## src/rtl/pulsegen_if.sv

```systemverilog
// Register-block side bundle for pulsegen: train request/abort, latched
// configuration and the generated waveform with its strobes (PULSEGEN_STATUS_EN adds pulse_cnt).
interface pulsegen_if #(
  parameter int BW = 8,
  parameter int CW = 8
);
  logic          start;
  logic          stop;
  logic          pol;
  logic [BW-1:0] act_width;
  logic [BW-1:0] inact_width;
  logic [CW-1:0] pulse_num;
  logic          data_out;
  logic          busy;
  logic          act_edge;
  logic          inact_edge;
  logic          done;
`ifdef PULSEGEN_STATUS_EN
  logic [CW-1:0] pulse_cnt;
`endif

  modport master (
`ifdef PULSEGEN_STATUS_EN
    input  pulse_cnt,
`endif
    output start, stop, pol, act_width, inact_width, pulse_num,
    input  data_out, busy, act_edge, inact_edge, done
  );

  modport slave (
`ifdef PULSEGEN_STATUS_EN
    output pulse_cnt,
`endif
    input  start, stop, pol, act_width, inact_width, pulse_num,
    output data_out, busy, act_edge, inact_edge, done
  );
endinterface

```

## src/rtl/pulsegen.sv

```systemverilog
// Programmable pulse-train generator timed by refclk ticks.
// Optional PULSEGEN_STATUS_EN exposes the completed-pulse count as pulse_cnt.
module pulsegen #(
  parameter logic INIVAL = 1'b0,
  parameter int   BW     = 8,
  parameter int   CW     = 8
) (
  input  logic         clk,
  input  logic         rst,
  input  logic         refclk,
  pulsegen_if.slave    pg
);

  typedef enum logic [1:0] {
    ST_IDLE     = 2'd0,
    ST_ARM      = 2'd1,
    ST_ACTIVE   = 2'd2,
    ST_INACTIVE = 2'd3
  } state_t;

  state_t        state_r;
  logic [BW-1:0] wcnt_r;
  logic [CW-1:0] pcnt_r;
  logic          pol_l_r;
  logic [BW-1:0] act_w_l_r;
  logic [BW-1:0] inact_w_l_r;
  logic [CW-1:0] pnum_l_r;
  logic          data_out_r;
  logic          busy_r;
  logic          act_edge_r;
  logic          inact_edge_r;
  logic          done_r;

  // Train sequencer: every output is a register written alongside the state.
  always_ff @(posedge clk) begin
    if (rst) begin
      state_r      <= ST_IDLE;
      wcnt_r       <= '0;
      pcnt_r       <= '0;
      pol_l_r      <= 1'b0;
      act_w_l_r    <= '0;
      inact_w_l_r  <= '0;
      pnum_l_r     <= '0;
      data_out_r   <= INIVAL;
      busy_r       <= 1'b0;
      act_edge_r   <= 1'b0;
      inact_edge_r <= 1'b0;
      done_r       <= 1'b0;
    end else begin
      act_edge_r   <= 1'b0;
      inact_edge_r <= 1'b0;
      done_r       <= 1'b0;
      case (state_r)
        ST_IDLE: begin
          data_out_r <= ~pg.pol;
          if (pg.start && !pg.stop) begin
            pol_l_r     <= pg.pol;
            act_w_l_r   <= pg.act_width;
            inact_w_l_r <= pg.inact_width;
            pnum_l_r    <= pg.pulse_num;
            wcnt_r      <= '0;
            pcnt_r      <= '0;
            busy_r      <= 1'b1;
            state_r     <= ST_ARM;
          end else begin
            busy_r      <= 1'b0;
          end
        end
        ST_ARM: begin
          if (pg.stop) begin
            data_out_r <= ~pol_l_r;
            busy_r     <= 1'b0;
            state_r    <= ST_IDLE;
          end else if (refclk) begin
            data_out_r <= pol_l_r;
            act_edge_r <= 1'b1;
            wcnt_r     <= '0;
            state_r    <= ST_ACTIVE;
          end else begin
            state_r    <= ST_ARM;
          end
        end
        ST_ACTIVE: begin
          if (pg.stop) begin
            data_out_r   <= ~pol_l_r;
            inact_edge_r <= 1'b1;
            busy_r       <= 1'b0;
            state_r      <= ST_IDLE;
          end else if (refclk) begin
            if (wcnt_r == act_w_l_r) begin
              data_out_r   <= ~pol_l_r;
              inact_edge_r <= 1'b1;
              wcnt_r       <= '0;
              pcnt_r       <= pcnt_r + 1'b1;
              state_r      <= ST_INACTIVE;
            end else begin
              wcnt_r       <= wcnt_r + 1'b1;
            end
          end else begin
            state_r <= ST_ACTIVE;
          end
        end
        ST_INACTIVE: begin
          if (pg.stop) begin
            data_out_r <= ~pol_l_r;
            busy_r     <= 1'b0;
            state_r    <= ST_IDLE;
          end else if (refclk) begin
            if (wcnt_r == inact_w_l_r) begin
              // A zero pulse count never terminates; pcnt just wraps.
              if ((pnum_l_r != '0) && (pcnt_r == pnum_l_r)) begin
                done_r     <= 1'b1;
                busy_r     <= 1'b0;
                state_r    <= ST_IDLE;
              end else begin
                data_out_r <= pol_l_r;
                act_edge_r <= 1'b1;
                wcnt_r     <= '0;
                state_r    <= ST_ACTIVE;
              end
            end else begin
              wcnt_r <= wcnt_r + 1'b1;
            end
          end else begin
            state_r <= ST_INACTIVE;
          end
        end
        default: begin
          data_out_r <= INIVAL;
          busy_r     <= 1'b0;
          state_r    <= ST_IDLE;
        end
      endcase
    end
  end

  assign pg.data_out   = data_out_r;
  assign pg.busy       = busy_r;
  assign pg.act_edge   = act_edge_r;
  assign pg.inact_edge = inact_edge_r;
  assign pg.done       = done_r;
`ifdef PULSEGEN_STATUS_EN
  assign pg.pulse_cnt  = pcnt_r;
`endif

endmodule

```

## src/flat_wrapper.sv

```systemverilog
// flat-port wrapper written by rule: the top's interface ports become plain ports
module pulsegen_flat 
#(
  parameter logic INIVAL = 1'b0,
  parameter int   BW     = 8,
  parameter int   CW     = 8
)
  (clk, rst, refclk, pg_start, pg_stop, pg_pol, pg_act_width, pg_inact_width, pg_pulse_num, pg_data_out, pg_busy, pg_act_edge, pg_inact_edge, pg_done);
  pulsegen_if #(.BW(BW), .CW(CW)) pg_i ();
  input  logic clk;
  input  logic rst;
  input  logic refclk;
  input wire logic [$bits(pg_i.start)-1:0] pg_start;
  input wire logic [$bits(pg_i.stop)-1:0] pg_stop;
  input wire logic [$bits(pg_i.pol)-1:0] pg_pol;
  input wire logic [$bits(pg_i.act_width)-1:0] pg_act_width;
  input wire logic [$bits(pg_i.inact_width)-1:0] pg_inact_width;
  input wire logic [$bits(pg_i.pulse_num)-1:0] pg_pulse_num;
  output wire logic [$bits(pg_i.data_out)-1:0] pg_data_out;
  output wire logic [$bits(pg_i.busy)-1:0] pg_busy;
  output wire logic [$bits(pg_i.act_edge)-1:0] pg_act_edge;
  output wire logic [$bits(pg_i.inact_edge)-1:0] pg_inact_edge;
  output wire logic [$bits(pg_i.done)-1:0] pg_done;
  assign pg_i.start = pg_start;
  assign pg_i.stop = pg_stop;
  assign pg_i.pol = pg_pol;
  assign pg_i.act_width = pg_act_width;
  assign pg_i.inact_width = pg_inact_width;
  assign pg_i.pulse_num = pg_pulse_num;
  assign pg_data_out = pg_i.data_out;
  assign pg_busy = pg_i.busy;
  assign pg_act_edge = pg_i.act_edge;
  assign pg_inact_edge = pg_i.inact_edge;
  assign pg_done = pg_i.done;
  pulsegen #(.INIVAL(INIVAL), .BW(BW), .CW(CW)) u_core (.clk(clk), .rst(rst), .refclk(refclk), .pg(pg_i));
endmodule
```

## config.mk

```make
export PLATFORM = sky130hd
export DESIGN_NAME = pulsegen_flat
export DESIGN_NICKNAME = d
export VERILOG_FILES = /design/src/rtl/pulsegen_if.sv /design/src/rtl/pulsegen.sv /design/src/flat_wrapper.sv
export SDC_FILE = /design/constraint.sdc
export NUM_CORES = 1
export LEC_CHECK = 0
export CORE_ASPECT_RATIO = 2
export CORE_MARGIN = 2
export CORE_UTILIZATION = 56
export CTS_BUF_LIST = sky130_fd_sc_hd__clkbuf_2 sky130_fd_sc_hd__clkbuf_4 sky130_fd_sc_hd__clkbuf_8
export CTS_CLUSTER_DIAMETER = 200
export DETAILED_ROUTE_END_ITERATION = 10
export GPL_TIMING_DRIVEN = 0
export PLACE_DENSITY_LB_ADDON = 0.1
export SLEW_MARGIN = 20
export SYNTH_ARGS = -nofsm -noshare
export SYNTH_HDL_FRONTEND = slang
export SYNTH_SLANG_ARGS = --single-unit
export TNS_END_PERCENT = 5
```

## constraint.sdc

```tcl
create_clock -name clk -period 2.7 [get_ports clk]
set_input_delay 0.405 -clock clk [delete_from_list [all_inputs] [get_ports clk]]
set_output_delay 0.405 -clock clk [all_outputs]
set_load 0.03 [all_outputs]
```

## Word level (Yosys, flattened, before mapping)

Cells that the tools add are included.

- Equality and inequality tests: 25
- Multiplexer cells: 54
- Reduce and logical (&&, ||, !) cells: 15
- $add $sub $neg: 2
- Bitwise logic cells: 6

Operator list:

| operator | number |
|---|---|
| $mux W8 | 13 |
| $pmux W8 S4 | 1 |
| $mux W1 | 25 |
| $eq A8 B8 Y1 | 3 |
| $mux W2 | 10 |
| $add A8 B1 Y8 const B | 2 |
| $pmux W8 S2 | 1 |
| $ne A3 B3 Y1 const B | 5 |
| $ne A2 B2 Y1 const B | 6 |
| $ne A3 B2 Y1 const B | 3 |
| $ne A4 B3 Y1 const B | 2 |
| $pmux W2 S4 | 1 |
| $reduce_and A8 Y1 | 1 |
| $reduce_bool A8 Y1 | 1 |
| $ne A2 B1 Y1 const B | 3 |
| $not A1 Y1 | 6 |
| $reduce_and A6 Y1 | 1 |
| $reduce_and A5 Y1 | 1 |
| $reduce_or A5 Y1 | 1 |
| $eq A2 B2 Y1 const B | 2 |
| $pmux W1 S4 | 1 |
| $reduce_and A4 Y1 | 1 |
| $reduce_or A2 Y1 | 2 |
| $pmux W1 S3 | 1 |
| 8 further kinds | 9 |

- Word-level logic and storage cells: 114
- Bits of input ports: 30
- Register bits after elaboration: 48

## Longest topological paths before layout

- Depth in word-level cells: 7
- Depth in mapped cells: 10

## Least setup slack after synthesis

Ideal clock, no wire load.

- Path kind: reg2reg
- Start: register u_core.state_r[0]
- End: register u_core.pcnt_r[7]
- Data required time: 2.572 ns
- Clock period less this slack: 1.940 ns
- Path slack: 0.760 ns
- Stages on the path, launching flop included: 11
- Path buffers: 2
- Data arrival time: 1.812 ns
- Path through: dfxtp_1 inv_1 ha_1 buf_2 inv_1 or2_2 clkbuf_1 o32ai_4 nand4_1 xor2_1 nor2_1

- Cells in the longest elaborated chain, start to end: 3
- Elaborated cells between the ends (all ways): 9

Ends and longest elaborated chain:

| element | RTL line | RTL |
|---|---|---|
| start: declaration | pulsegen.sv:21 | `state_t state_r;` |
| start signal: assignment | pulsegen.sv:37 | `state_r <= ST_IDLE;` |
| start signal: assignment | pulsegen.sv:64 | `state_r <= ST_ARM;` |
| start signal: assignment | pulsegen.sv:73 | `state_r <= ST_IDLE;` |
| $eq A2 B2 Y1 or $logic_not A2 Y1 (tied branches) | pulsegen.sv:53 | `case (state_r)` |
| $ne A2 B1 Y1 (no line), or another cell as far along | - |  |
| $reduce_and A5 Y1 (no line) | - |  |
| end signal: assignment | pulsegen.sv:94 | `pcnt_r <= pcnt_r + 1'b1;` |
| end: declaration | pulsegen.sv:23 | `logic [CW-1:0] pcnt_r;` |

Several ways; a longest one is shown, not always the timed one.
A chain may end at the register's enable or synchronous reset.

## Worst setup path in the final report

Same ends and word-level chain as after synthesis.

==> results.toml <==
[pwr]
power_per_cell_area_mw_per_mm2 = 522
power.leakage_nw = 1.08
peakVddDrop_mv = 0.539

[timing]
timing.final.max_slew_violations = 0
fin_hold_ws_ns = 0.403
timing_hold_violations_final = 0
final.setup_skew_ns = 0.00616
max_clock_freq_mhz = 436
setup-violations-final = 0
post-route-period-util_pct = 84.9
finalCriticalPeriod_ns = 2.29
timing_worst_slew_pin_value_ns = 0.532
tns_ns = 0
rsz0062_at_grt = "no"
timing.max_slew.rel_slack_pct = 64.4

[worst_setup_path]
crit_required_ns = 2.87
critical_path_arrival_ns = 2.47
ff2ff_path_depth = 8
cp_cell_sequence = "inv_1, ha_1, buf_1, nand3_1, o32ai_4, nand4_1, xor2_1, nor2_1"
critical_path.max_stage_delay_ns = 0.42
rr_endpoint = "u_core.pcnt_r[7]"
worst_path_fanout_max = 10
critical_path_class = "reg -> reg"
critPathSlowestCell = "buf_1"
worst_path_dominant_cell_family = "buffers and inverters"
worst-r2r-setup-slack_ns = 0.41
reg2reg_from = "u_core.state_r[0]"
cp-end-kind = "register"
critPathBufInv = 2
setup_crit_start_kind = "register"

[yosys]
seq_area_frac_synth_pct = 38.7
synth_area_leaders = "dfxtp_1 39%, xnor2_1 9.5%, nand2_1 8.8%"
synthCells = 299
synth.lib_cells_used.distinct = 45
synth.cell_area_sq_mm = 0.00248
synth_edf_count = 0
synth.ff_latch_count = 48
synth_warnings = 0
async_flop_share_pct = 0
synth-main-ff-cell = "dfxtp_1"
synth_largest_type_area_fraction_pct = 38.7
mappedNetlistNets = 336
post_synth.cell_area_avg_sq_um = 8.29
cell_type_contributing_the_most_total_cell_area_after_synthesis = "dfxtp_1"

[clocking]
postCtsSetupRepairBufs = 0
cts_tree = "done"
htree_num_levels = 2
path_clk_slew_ns = 0.09
insertion_delay_ns = 0.30
clk_root_buffer_cell = "clkbuf_8"
cts_num_sinks = 48
count_of_hold_buffers_inserted_by_post_cts_repair = 0
cts_max_path_buffers = 2
cts_resized = 0
numCtsBuffers = 5

[global_route]
grt_antenna_before_repair = 0
first_pass_grt_wire_length_um = 9190
grt_pass1_vias = 2038
gr-total-overflow = 0
grt_usage_pct = 24.2
grt_start_max_net_pins = 14

[routing]
drc = 0
count_of_routing_violations_after_the_opening_detailed_route_iteration = 38
detail-route-antenna-nets = 0
dr.pass1.iters = 4
totalWireLength_um = 5610
dr_total_vias = 2155
via_per_inst = 5.47
wl_per_cell_um = 14.2

[floorplan]
dieWidth_um = 51.1
floorplan.rows = 34
die_y_um = 98.1
design.die.area_sq_mm = 0.00501
placeableCoreArea_sq_mm = 0.00430
initial_core_util_pct = 57.7
boundaryPins = 35

[placed_design]
port_buffers = 33
dp.final_hpwl_um = 4280
globalplace.congestion = 0.832

[min_path]
source_of_the_worst_hold_timing_path = "refclk"
min_delay_path_depth = 3
min_path_type = "in -> reg"
hold_end = "u_core.pg.done"

[job]
max_cap_violations = 0

[layout]
area_growth_pct = 20.0
drive_above_1_share_pct = 8.24
mostFrequentLayoutCells = "58 x nand2_1, 48 x dfxtp_1, 33 x clkdlybuf4s50_1, 32 x a21oi_1, 27 x xnor2_1"
layout.filler_cells = 380
antenna_cells_inserted = 0
nets = 376
layout_commonest_cell = "nand2_1"

[outcome]
outcome = "complete, no violations"
## metal layers
| metal | routed length (um) | track usage [%] | vias to the layer above |
|---|---|---|---|
| li1 | - | - | 1088 |
| met4 | 193 | 12.7 | 0 |
| met2 | 3170 | 45.7 | 37 |
| met1 | 2120 | 23.9 | 1017 |
| met3 | 130 | 3.52 | 13 |
| met5 | 0 | 0 | - |
## worst max-delay path by stage
| stage | cells past startpoint | slack (ns) | from | to |
|---|---|---|---|---|
| final | 8 | 0.41 | u_core.state_r[0] | u_core.pcnt_r[7] |
| after global routing | 8 | 0.22 | u_core.state_r[0] | u_core.pcnt_r[7] |
| after CTS | 8 | 0.41 | u_core.state_r[0] | u_core.pcnt_r[7] |
| after detailed placement | 8 | 0.32 | pg_start | u_core.pcnt_r[7] |
| after global placement | 8 | 0.31 | pg_start | u_core.pcnt_r[7] |
| after floorplan | 10 | 0.76 | u_core.state_r[0] | u_core.pcnt_r[7] |
## final cells by class
| class | count | area (sq um) | share of cell area [%] |
|---|---|---|---|
| clock buffer | 8 | 97.6 | 3.28 |
| timing repair buffer | 33 | 330 | 11.1 |
| multi-input combinational | 224 | 1400 | 47.0 |
| sequential | 48 | 961 | 32.3 |
| inverter | 7 | 26.3 | 0.883 |
| buffer | 20 | 93.8 | 3.15 |
| tap | 54 | 67.6 | 2.27 |
## logic make-up (layout without fill, tap and decap cells)
family,Yosys count,in the layout,share of synthesized area [%]
simple gates,119,119,22.1
compound gates,57,57,16.1
flops,48,48,38.7
xor+xnor,37,37,13.1
buf+inv,27,68,4.84
fa+ha+maj,7,7,3.53
mux,4,4,1.61
## flip-flops by register name, summed over array words and instances (netlist names), 2 cells and up
name	count
u_core.act_w_l_r	8
u_core.inact_w_l_r	8
u_core.pcnt_r	8
u_core.pnum_l_r	8
u_core.state_r	2
u_core.wcnt_r	8
## cells in the mapped netlist, types with 2 or more instances
library cell / instances
nor2b_1: 2
nor2_1: 26
nand3_1: 6
xnor2_1: 27
mux2i_1: 4
nand4_1: 11
nor4_1: 4
buf_2: 5
inv_1: 7
a2111oi_2: 3
o21ai_0: 3
xor2_1: 10
clkbuf_1: 11
a21oi_1: 32
o21ai_1: 3
nand2_1: 58
dfxtp_1: 48
nand2b_1: 3
ha_1: 7
a211oi_1: 3
and3_1: 2
## stage by stage
stage | instances | cell area, sq um | util (%) | setup WS (ns) | power, mW
after floorplan | 299 | 2480 | - | 0.760 | 0.998
after global placement | 386 | 2880 | 67.0 | 0.311 | 1.10
after detailed placement | 386 | 2880 | 67.0 | 0.319 | 1.10
after CTS | 394 | 2980 | 69.2 | 0.413 | 1.56
after global routing | 394 | 2980 | 69.2 | 0.222 | 1.62
final | 394 | 2980 | 69.2 | 0.407 | 1.55
## tightest hold or removal path, cell delays in order
cell     delay (ns)
buf_4          0.15
nand2_2        0.06
nor4_1         0.04
## power by group
| group | total (mW) | internal, mW | leakage [nW] | switching [mW] |
|---|---|---|---|---|
| sequential | 0.760 | 0.738 | 0.390 | 0.0228 |
| combinational | 0.328 | 0.143 | 0.635 | 0.185 |
| clock | 0.464 | 0.229 | 0.0523 | 0.234 |
| total | 1.55 | 1.11 | 1.08 | 0.442 |
Note: power is estimated with default switching activity, not from simulation.
==> RTL change (same flow settings) <==
`BW` is set to 8 in 3 places; all go to 6.
--- a/src/rtl/pulsegen_if.sv
+++ b/src/rtl/pulsegen_if.sv
@@ -3,3 +3,3 @@
 interface pulsegen_if #(
-  parameter int BW = 8,
+  parameter int BW = 6,
   parameter int CW = 8
--- a/src/rtl/pulsegen.sv
+++ b/src/rtl/pulsegen.sv
@@ -4,3 +4,3 @@
   parameter logic INIVAL = 1'b0,
-  parameter int   BW     = 8,
+  parameter int   BW     = 6,
   parameter int   CW     = 8
--- a/src/flat_wrapper.sv
+++ b/src/flat_wrapper.sv
@@ -4,3 +4,3 @@
   parameter logic INIVAL = 1'b0,
-  parameter int   BW     = 8,
+  parameter int   BW     = 6,
   parameter int   CW     = 8
Ports: changed (resized pg_act_width and pg_inact_width); port bits go from 35 to 31. The function was not compared with the original's and may differ.
==> RTL change against the original RTL <==
Total power fell by 1.2%; maximum frequency fell by 2.3%; setup slack got worse by 0.053 ns; sequential cell count fell by 6; cell count fell by 1.5%; clock power rose by 9.7%; synthesized area fell by 1.8%; design area fell by 2.3%; die area fell by 1.7%; routed wire length rose by 8.5%; count of clock-buffer cells in the layout fell by 2; sequential share of layout area fell by 3.4 points; synthesized cell count fell by 0.67%; critical path type unchanged; largest cell class unchanged.
==> RTL change: results (changes against the original RTL) <==
Parameter                              Value

Final layout
  Layout clock area frac ... 3.916% (+0.64 points)
  Seq cells ... 42 (-13%)
  Number of logic inverters in the finished layout ... 13 (+6)
  Final core utilization ... 68.35% (-0.90 points)
  Seq area share ... 28.92% (-3.4 points)
  Non-clock buffer instance count of the final layout ... 47 (-11%)
  Fraction of layout cells with a size suffix above 1 ... 7.784% (-0.45 points)

Power
  Power dissipated in the clock network ... 0.509 mW (+9.7%)
  Net Switching ... 0.4591 mW (+3.8%)
  Total leakage power ... 1.015 nW (-5.8%)
  Logic power comb ... 0.358 mW (+9.1%)

Synthesis
  Top post-synthesis cells by area ... dfxtp_1, nand2_1, a21oi_1, xnor2_1, ha_1
  Sequential element share of the synthesized area ... 34.51% (-4.2 points)
  Adder and majority gate portion of the synthesized area ... 3.595% (+0.063 points)
  Post-synth net total ... 330 (-1.8%)
  Fraction of synthesized area in multiplexers ... 0.8731% (-0.74 points)

Timing
  Remaining max-slew budget at the tightest pin ... 59.43% (-5.0 points)
  Post-Route Skew ... 0.004137 ns (-0.002026 ns)

Global route
  Global routing met1 resource utilization ... 31.59% (+7.7 points)
  Global Route met3 Usage ... 3.692% (+0.18 points)
  Global routing met2 resource utilization ... 44.84% (-0.82 points)
  Global-route usage over all layers ... 26.69% (+2.5 points)

Detailed routing
  Average via count per standard cell ... 6.108 (+12%)
  DR iter-0 viols ... 105 (+180%)
  DRT met1 WL ... 2.517 mm (+19%)
  Met3 wire len ... 364 um (+180%)
  Detailed-route via count ... 2370 (+10%)

Die
  Die X ... 50.64 um (-0.82%)

Place
  Number of placed cells counting well taps ... 380 (-1.6%)
  Detailed placement HPWL ... 4.461 mm (+4.3%)

Setup path
  Data arrival at the endpoint of the critical path ... 2.58 ns (+0.11 ns)
  Worst path max stage delay ... 0.54 ns (+0.12 ns)

Status
  Status ... finished clean
## RTL change: changes by cell type in the layout (fill, tap and decap cells not counted), sizes merged, moves of 4 or more
cell,delta
a221oi,+8
clkbuf,-4
clkdlybuf4s50,-4
dfxtp,-6
inv,+6
nand3,+5
nand4,-6
nor2,-17
o211ai,+5
o31ai,+5
or4,+5
xnor2,-15
## RTL change: path summary, 6_finish.rpt
| path | slack (ns) | depth (start not counted) | from | endpoint |
|---|---|---|---|---|
| min reg2reg | 0.47 | 2 | u_core.pg.busy$_SDFFE_PP0P_ | u_core.pg.busy$_SDFFE_PP0P_ |
| max | 0.35 | 9 | u_core.state_r[0]$_SDFFE_PP0P_ | u_core.pcnt_r[5]$_SDFFE_PP0P_ |
| min | 0.44 | 3 | refclk | u_core.pg.inact_edge$_SDFF_PP0_ |
| max reg2reg | 0.35 | 9 | u_core.state_r[0]$_SDFFE_PP0P_ | u_core.pcnt_r[5]$_SDFFE_PP0P_ |
